==> src/rtl/pe_float_pkg.sv <==
// Shared floating-point definitions for the PE datapath: derived format
// constants, operand classes, flag bit positions and the operand descriptor.
package pe_float_pkg;

  // Default format: IEEE binary32.
  localparam int FP32_EXP_W   = 8;
  localparam int FP32_MAN_W   = 23;
  localparam int FP32_W       = 1 + FP32_EXP_W + FP32_MAN_W;
  localparam int FP32_BIAS    = (1 << (FP32_EXP_W - 1)) - 1;
  localparam int FP32_EXP_MAX = (1 << FP32_EXP_W) - 1;

  // Exponent bias for an arbitrary exponent width.
  function automatic int f_bias(input int exp_w);
    return (1 << (exp_w - 1)) - 1;
  endfunction

  // All-ones exponent code (infinity / NaN) for an arbitrary exponent width.
  function automatic int f_exp_max(input int exp_w);
    return (1 << exp_w) - 1;
  endfunction

  // Operand / result class. Denormals are folded into ZERO.
  typedef enum logic [1:0] {
    CLS_ZERO = 2'd0,
    CLS_NORM = 2'd1,
    CLS_INF  = 2'd2,
    CLS_NAN  = 2'd3
  } fclass_e;

  // Bit positions inside the 4-bit flag vector {overflow, underflow, inexact, invalid}.
  localparam int FLAG_OVF = 3;
  localparam int FLAG_UNF = 2;
  localparam int FLAG_INX = 1;
  localparam int FLAG_INV = 0;

  // Width-independent part of an unpacked operand.
  typedef struct packed {
    logic    sign;
    fclass_e cls;
  } op_info_t;

endpackage

==> src/rtl/pe_float_round_pack.sv <==
// Normalise / round-to-nearest-even / pack for a raw mantissa product.
// The product holds two 1.x significands, so it lies in [1,4) and needs at
// most a one-bit right shift. Special classes bypass rounding. Shared with
// the adder datapath.
module pe_float_round_pack
  import pe_float_pkg::*;
#(
  parameter int EXP_W = 8,
  parameter int MAN_W = 23
) (
  input  logic                    sign,
  input  fclass_e                 cls,
  input  logic signed [EXP_W+1:0] exp_in,
  input  logic [2*MAN_W+1:0]      prod,
  input  logic                    invalid,
  output logic [EXP_W+MAN_W:0]    res,
  output logic [3:0]              flags
);

  localparam int EW = EXP_W + 2;
  localparam logic signed [EW-1:0] EXP_MAX_S  = EW'(f_exp_max(EXP_W));
  localparam logic signed [EW-1:0] EXP_ZERO_S = '0;

  logic                 norm;
  logic [MAN_W-1:0]     frac;
  logic                 guard;
  logic                 sticky;
  logic                 round_up;
  logic [MAN_W:0]       frac_r;
  logic signed [EW-1:0] exp_f;

  // Select the fraction window and the guard/sticky bits below it.
  // NOTE: combinational blocks use blocking '=' and give every output a value
  // on every path, so no latch can be inferred.
  always_comb begin
    norm = prod[2*MAN_W+1];
    if (norm) begin
      frac   = prod[2*MAN_W:MAN_W+1];
      guard  = prod[MAN_W];
      sticky = |prod[MAN_W-1:0];
    end else begin
      frac   = prod[2*MAN_W-1:MAN_W];
      guard  = prod[MAN_W-1];
      sticky = |prod[MAN_W-2:0];
    end
  end

  // Round to nearest, ties to even; a carry out of the fraction bumps the exponent.
  always_comb begin
    round_up = guard & (sticky | frac[0]);
    frac_r   = {1'b0, frac} + {{MAN_W{1'b0}}, round_up};
    exp_f    = exp_in
             + $signed({{(EW-1){1'b0}}, norm})
             + $signed({{(EW-1){1'b0}}, frac_r[MAN_W]});
  end

  // Pack the result word and raise flags.
  always_comb begin
    res             = '0;
    flags           = '0;
    flags[FLAG_INV] = invalid;
    unique case (cls)
      CLS_ZERO: res = {sign, {(EXP_W+MAN_W){1'b0}}};
      CLS_INF:  res = {sign, {EXP_W{1'b1}}, {MAN_W{1'b0}}};
      CLS_NAN:  res = {1'b0, {EXP_W{1'b1}}, 1'b1, {(MAN_W-1){1'b0}}};
      default: begin
        if (exp_f >= EXP_MAX_S) begin
          res             = {sign, {EXP_W{1'b1}}, {MAN_W{1'b0}}};
          flags[FLAG_OVF] = 1'b1;
          flags[FLAG_INX] = 1'b1;
        end else if (exp_f <= EXP_ZERO_S) begin
          // Denormal results flush to signed zero; the whole significand is lost.
          res             = {sign, {(EXP_W+MAN_W){1'b0}}};
          flags[FLAG_UNF] = 1'b1;
          flags[FLAG_INX] = 1'b1;
        end else begin
          res             = {sign, exp_f[EXP_W-1:0], frac_r[MAN_W-1:0]};
          flags[FLAG_INX] = guard | sticky;
        end
      end
    endcase
  end

endmodule

==> src/rtl/pe_mult_float_pipe.sv <==
// Three-stage pipelined floating-point multiplier with valid/ready handshake,
// full backpressure and a sideband tag.
//   S1: unpack, classify, sign, exponent sum minus bias
//   S2: significand multiply
//   S3: normalise / round / pack into the output registers
// Optional build macro IEEE_NAN_EN: Inf x 0 and NaN inputs produce the
// canonical quiet NaN; invalid is raised for Inf x 0 and signalling NaN
// inputs. Without it the exponent field alone decides the class (NaN acts
// as infinity) and Inf x 0 returns signed infinity with invalid.
module pe_mult_float_pipe
  import pe_float_pkg::*;
#(
  parameter int EXP_W = 8,
  parameter int MAN_W = 23,
  parameter int TAG_W = 4
) (
  input  logic                   clk,
  input  logic                   rst,
  input  logic                   in_valid,
  output logic                   in_ready,
  input  logic [EXP_W+MAN_W:0]   in_a,
  input  logic [EXP_W+MAN_W:0]   in_b,
  input  logic [TAG_W-1:0]       in_tag,
  output logic                   out_valid,
  input  logic                   out_ready,
  output logic [EXP_W+MAN_W:0]   out_m,
  output logic [TAG_W-1:0]       out_tag,
  output logic [3:0]             out_flags
);

  localparam int W  = 1 + EXP_W + MAN_W;
  localparam int EW = EXP_W + 2;
  localparam int MW = MAN_W + 1;
  localparam int PW = 2 * MW;
  localparam logic signed [EW-1:0] BIAS_S = EW'(f_bias(EXP_W));

  // ---------------- handshake ----------------
  logic s1_valid, s2_valid, s3_valid;
  logic s1_free, s2_free, s3_free;

  // A stage may load when it is empty or its content moves on this cycle.
  assign s3_free   = !s3_valid || out_ready;
  assign s2_free   = !s2_valid || s3_free;
  assign s1_free   = !s1_valid || s2_free;
  assign in_ready  = s1_free;
  assign out_valid = s3_valid;

  // Stage valid bits; reset drops everything in flight.
  // NOTE: sequential state is written with non-blocking '<=' so every
  // register samples the pre-edge values of its neighbours.
  always_ff @(posedge clk) begin
    if (rst) begin
      s1_valid <= 1'b0;
      s2_valid <= 1'b0;
      s3_valid <= 1'b0;
    end else begin
      if (s1_free) s1_valid <= in_valid;
      if (s2_free) s2_valid <= s1_valid;
      if (s3_free) s3_valid <= s2_valid;
    end
  end

  // ---------------- S1: unpack and classify ----------------
  logic                 sa, sb;
  logic [EXP_W-1:0]     ea, eb;
  logic [MAN_W-1:0]     fa, fb;
  op_info_t             ia, ib;
  fclass_e              s1_cls_d;
  logic                 s1_inv_d;
  logic signed [EW-1:0] s1_exp_d;
`ifdef IEEE_NAN_EN
  logic                 a_snan, b_snan;
`endif

  assign {sa, ea, fa} = in_a;
  assign {sb, eb, fb} = in_b;

  // Classify each operand; denormal encodings count as zero.
  always_comb begin
    ia.sign = sa;
    ib.sign = sb;
    ia.cls  = (ea == '0) ? CLS_ZERO : (ea == '1) ? CLS_INF : CLS_NORM;
    ib.cls  = (eb == '0) ? CLS_ZERO : (eb == '1) ? CLS_INF : CLS_NORM;
`ifdef IEEE_NAN_EN
    a_snan  = 1'b0;
    b_snan  = 1'b0;
    if (ea == '1 && fa != '0) begin
      ia.cls = CLS_NAN;
      a_snan = !fa[MAN_W-1];
    end
    if (eb == '1 && fb != '0) begin
      ib.cls = CLS_NAN;
      b_snan = !fb[MAN_W-1];
    end
`endif
  end

  // Decide the result class, invalid flag and biased exponent sum.
  always_comb begin
    s1_cls_d = CLS_NORM;
    s1_inv_d = 1'b0;
    s1_exp_d = $signed({2'b00, ea}) + $signed({2'b00, eb}) - BIAS_S;
`ifdef IEEE_NAN_EN
    if (ia.cls == CLS_NAN || ib.cls == CLS_NAN) begin
      s1_cls_d = CLS_NAN;
      s1_inv_d = a_snan | b_snan;
    end else if ((ia.cls == CLS_INF && ib.cls == CLS_ZERO) ||
                 (ia.cls == CLS_ZERO && ib.cls == CLS_INF)) begin
      s1_cls_d = CLS_NAN;
      s1_inv_d = 1'b1;
    end else
`else
    if ((ia.cls == CLS_INF && ib.cls == CLS_ZERO) ||
        (ia.cls == CLS_ZERO && ib.cls == CLS_INF)) begin
      s1_cls_d = CLS_INF;
      s1_inv_d = 1'b1;
    end else
`endif
    if (ia.cls == CLS_INF || ib.cls == CLS_INF) begin
      s1_cls_d = CLS_INF;
    end else if (ia.cls == CLS_ZERO || ib.cls == CLS_ZERO) begin
      s1_cls_d = CLS_ZERO;
    end
  end

  logic                 s1_sign;
  fclass_e              s1_cls;
  logic                 s1_inv;
  logic signed [EW-1:0] s1_exp;
  logic [MW-1:0]        s1_ma, s1_mb;
  logic [TAG_W-1:0]     s1_tag;

  // S1 register bank.
  // NOTE: datapath registers carry no reset; the valid bits alone decide
  // whether their contents mean anything.
  always_ff @(posedge clk) begin
    if (s1_free && in_valid) begin
      s1_sign <= ia.sign ^ ib.sign;
      s1_cls  <= s1_cls_d;
      s1_inv  <= s1_inv_d;
      s1_exp  <= s1_exp_d;
      s1_ma   <= {1'b1, fa};
      s1_mb   <= {1'b1, fb};
      s1_tag  <= in_tag;
    end
  end

  // ---------------- S2: significand multiply ----------------
  logic                 s2_sign;
  fclass_e              s2_cls;
  logic                 s2_inv;
  logic signed [EW-1:0] s2_exp;
  logic [PW-1:0]        s2_prod;
  logic [TAG_W-1:0]     s2_tag;

  // S2 register bank holding the full-width product.
  always_ff @(posedge clk) begin
    if (s2_free && s1_valid) begin
      s2_sign <= s1_sign;
      s2_cls  <= s1_cls;
      s2_inv  <= s1_inv;
      s2_exp  <= s1_exp;
      s2_prod <= PW'(s1_ma) * PW'(s1_mb);
      s2_tag  <= s1_tag;
    end
  end

  // ---------------- S3: round, pack, output registers ----------------
  logic [W-1:0] rp_res;
  logic [3:0]   rp_flags;

  pe_float_round_pack #(
    .EXP_W (EXP_W),
    .MAN_W (MAN_W)
  ) u_round_pack (
    .sign    (s2_sign),
    .cls     (s2_cls),
    .exp_in  (s2_exp),
    .prod    (s2_prod),
    .invalid (s2_inv),
    .res     (rp_res),
    .flags   (rp_flags)
  );

  // Output registers: cleared by reset, held while the consumer stalls.
  always_ff @(posedge clk) begin
    if (rst) begin
      out_m     <= '0;
      out_tag   <= '0;
      out_flags <= '0;
    end else if (s3_free && s2_valid) begin
      out_m     <= rp_res;
      out_tag   <= s2_tag;
      out_flags <= rp_flags;
    end
  end

endmodule

==> config.mk <==
export PLATFORM = sky130hd
export DESIGN_NAME = pe_mult_float_pipe
export DESIGN_NICKNAME = d
export VERILOG_FILES = /design/src/rtl/pe_float_pkg.sv /design/src/rtl/pe_float_round_pack.sv /design/src/rtl/pe_mult_float_pipe.sv
export SDC_FILE = /design/constraint.sdc
export NUM_CORES = 2
export LEC_CHECK = 0
export ABC_AREA = 1
export ABC_CLOCK_PERIOD_IN_PS = 8800
export BUFFER_PORTS_ARGS = -buffer_cell sky130_fd_sc_hd__buf_2
export CAP_MARGIN = 20
export CORE_MARGIN = 2
export CORE_UTILIZATION = 55
export CTS_BUF_LIST = sky130_fd_sc_hd__clkbuf_16
export DETAILED_ROUTE_END_ITERATION = 8
export GPL_ROUTABILITY_DRIVEN = 0
export GPL_TIMING_DRIVEN = 0
export PLACE_DENSITY = 0.72
export SLEW_MARGIN = 25
export SYNTH_ARGS = -nofsm -noshare
export SYNTH_HDL_FRONTEND = slang
export SYNTH_HIERARCHICAL = 1
export SYNTH_SLANG_ARGS = --single-unit
==> constraint.sdc <==
create_clock -name clk -period 8.8 [get_ports clk]
set_input_delay 1.32 -clock clk [delete_from_list [all_inputs] [get_ports clk]]
set_output_delay 1.32 -clock clk [all_outputs]
set_load 0.02 [all_outputs]
==> metrics.txt <==
largest net degree at the start of global routing=50; Post-Synthesis Cells=between 3000 and 4000; mapped cell area=~28000 µm²; final hold vios=0; RSZ-0062 raised after global routing=false; vias=approximately 23000; # IOs=114; final slew viol count=0; Arr. time, crit path=between 7 and 8 ns; setup violators final=0; Max stage delay on crit path=about 0.69 ns; YS warnings=6; crit-path max FO=10; Post-synth EDFFs=130; first-pass GRT wire length=between 100 and 150 mm; clock skew=around 0.025 ns; latest clock arrival within the worst-skew pair=~0.51 ns; Wirelength per Cell=17.5 µm; clock buffer depth=2; CTS tree=yes; status=completed; Setup Buffers After CTS=0; Die ar.=53200 µm²; commonest non-fill, non-tap cell in the layout=nand2_1; crit start category=flop; post-cts repair resize count=0; Critical-path top delay cell=clkbuf_1; # DRC=0; I/O Buffers=112; # hold bufs at CTS=0; flops & latches, synth=173; vias per cell=approximately 5; CP Class=reg2reg; Most used DFF post-synth=edfxtp_1; final setup TNS=0 ns; syn nets=approximately 4400; critical path's top delay family=adder cells; Highest Clock Rate=between 100 and 150 MHz; register area=between 4000 and 5000 µm²; share of layout cells above drive strength 1=roughly 6.8%; count of nets after finishing=~4500; Distinct cells, synth=37; Tcrit/Tclk final=82.2%; Detail Route Antenna Nets=0; depth of the CTS H-tree=4; core area=between 50000 and 60000 µm²; Clock Sinks=around 170; Post-DP HPWL=around 63 mm; max-cap violations=0; Die X=about 230 µm; CTS Buf Count=17; asr flop ratio synth=0%; ant diodes=0; row count=83; area occupied by multi-input gates=18900 µm²; worst slew pin tran=about 1.1 ns; Critical Path Sink Type=flop; Period minus WS final=about 7.2 ns; die span in y=about 230 µm; # fillers=around 4600; most frequent cells in the layout=nand2_1 (1091), inv_1 (1064), fa_1 (484); initial antenna violation count=0; number of global-route vias before repair=about 23000; Initial Utilization=roughly 55%; clk slew on worst S/H paths=0.07 ns; 1st-iter DRT viols=1871; WP buf/inv=8; sequential area share after synthesis=16.9%; CP Data Required Time=9.05 ns; Mean Syn Cell Area=roughly 7.8 µm²; gr usage total=30.7%; First-pass DRT Iterations=6; Root Driver=clkbuf_16; crit path cell chain=clkbuf_1 > nand2_1 > fa_1 > inv_1 > fa_1 > inv_1 > fa_1 > inv_1 > fa_1 > inv_1 > fa_1 > inv_1 > fa_1 > inv_1 > fa_1 > inv_1 > ha_1 > nand2_1 > nor2_2 > nand2_1 > nor2_1 > nand3_1 > nand4_1 > nand2_1; Detailed Route WL=about 78 mm; GR Overflow Total=0; Area Overhead vs Synth=7.45%; slew margin rel.=about a quarter; Hold Path Class=reg2reg
## path summary, 6_finish.rpt
kind	start	endpoint	slack (ns)	depth (start not counted)
worst min-delay path	s1_exp[5]$_DFFE_PP_	s2_exp[5]$_DFFE_PP_	0.42	0
worst max-delay path	s1_ma[13]$_DFFE_PP_	s2_prod[45]$_DFFE_PP_	1.57	24
worst max register to register	s1_ma[13]$_DFFE_PP_	s2_prod[45]$_DFFE_PP_	1.57	24
worst min register to register	s1_exp[5]$_DFFE_PP_	s2_exp[5]$_DFFE_PP_	0.42	0
## worst reg2reg max path: cells and delay by family (launching register included)
family	cells	cell delay, ns
buffers and inverters	8	1.08
DFF	1	0.67
adders and majority gates	8	4.00
and+or+nand+nor	8	1.24
## Yosys cell counts, types with 2 or more instances
cell type     n  share of area, %
edfxtp_1    130                14
ha_1        190               8.4
xnor2_1       8              0.25
fa_1        484                34
o21ai_0      18              0.32
a31oi_1       3             0.066
xor2_1       37               1.1
o21bai_1      7              0.19
and2_1        2             0.044
nor3_1       19              0.34
buf_6         4              0.16
nand2_1    1091                15
or2_2         6              0.13
nor2_2       19              0.42
nand2_2      21              0.47
nand3_1      69               1.2
nor3_2       10              0.35
inv_1      1066                14
inv_2         9              0.12
nand4_1      22              0.49
nor4_1        5              0.11
clkbuf_1    103               1.4
a21oi_1      82               1.5
nand3_2      11              0.39
nor2_4       12              0.48
dfxtp_1      43               3.0
o21ai_2       6              0.19
nand3b_1      2             0.053
buf_2         4             0.071
buf_4         5              0.13
nor2_1      114               1.5
o21ai_1       6              0.11
buf_1         2             0.027
## layout make-up
class / count / area share (%)
Multi-Input combinational cell: 2247 / 62.4
Sequential cell: 173 / 15.7
Inverter: 1076 / 13.3
Tap cell: 680 / 2.80
Timing Repair Buffer: 114 / 2.03
Buffer: 118 / 1.64
Clock buffer: 17 / 1.40
Clock inverter: 15 / 0.681
## logic make-up after synthesis
kind of cell               count (synthesis)  synth area share (%)
and+or+nand+nor                         1404                  20.5
DFF                                      173                  16.9
buffers and inverters                   1194                  16.1
adders and majority gates                674                  42.7
AOI/OAI and AO/OA                        124                  2.38
xor gates and xnor gates                  45                  1.40
## routing by layer
metal,part of all wire (%),vias to the layer above,global-route usage [%]
met4,5.5,0,14.6
li1,-,10600,-
met2,44,1052,48.5
met3,11,233,8.54
met5,0,-,0
met1,40,10700,39.4
## flip-flops by register name (all words and copies together), names as in the netlist, 10 cells and up
| register | count |
|---|---|
| s1_exp | 10 |
| out_m | 32 |
| s1_mb | 23 |
| s2_prod | 48 |
| s2_exp | 10 |
| s1_ma | 23 |
## per-stage QoR
stage	setup WS (ns)	util (%)	std cells	area, µm²	hold WS, ns
finish	1.57	59.5	4440	30300	0.417
detailed placement	1.77	58.3	4408	29700	0.405
CTS	1.76	59.5	4440	30300	0.416
global placement	1.81	58.1	4406	29600	0.402
global route	1.33	59.5	4440	30300	0.431
floorplan	2.88	-	3614	28200	0.400
Power is not shown: default switching activity piles up to over one toggle a cycle in this logic, so the estimate is an artifact.
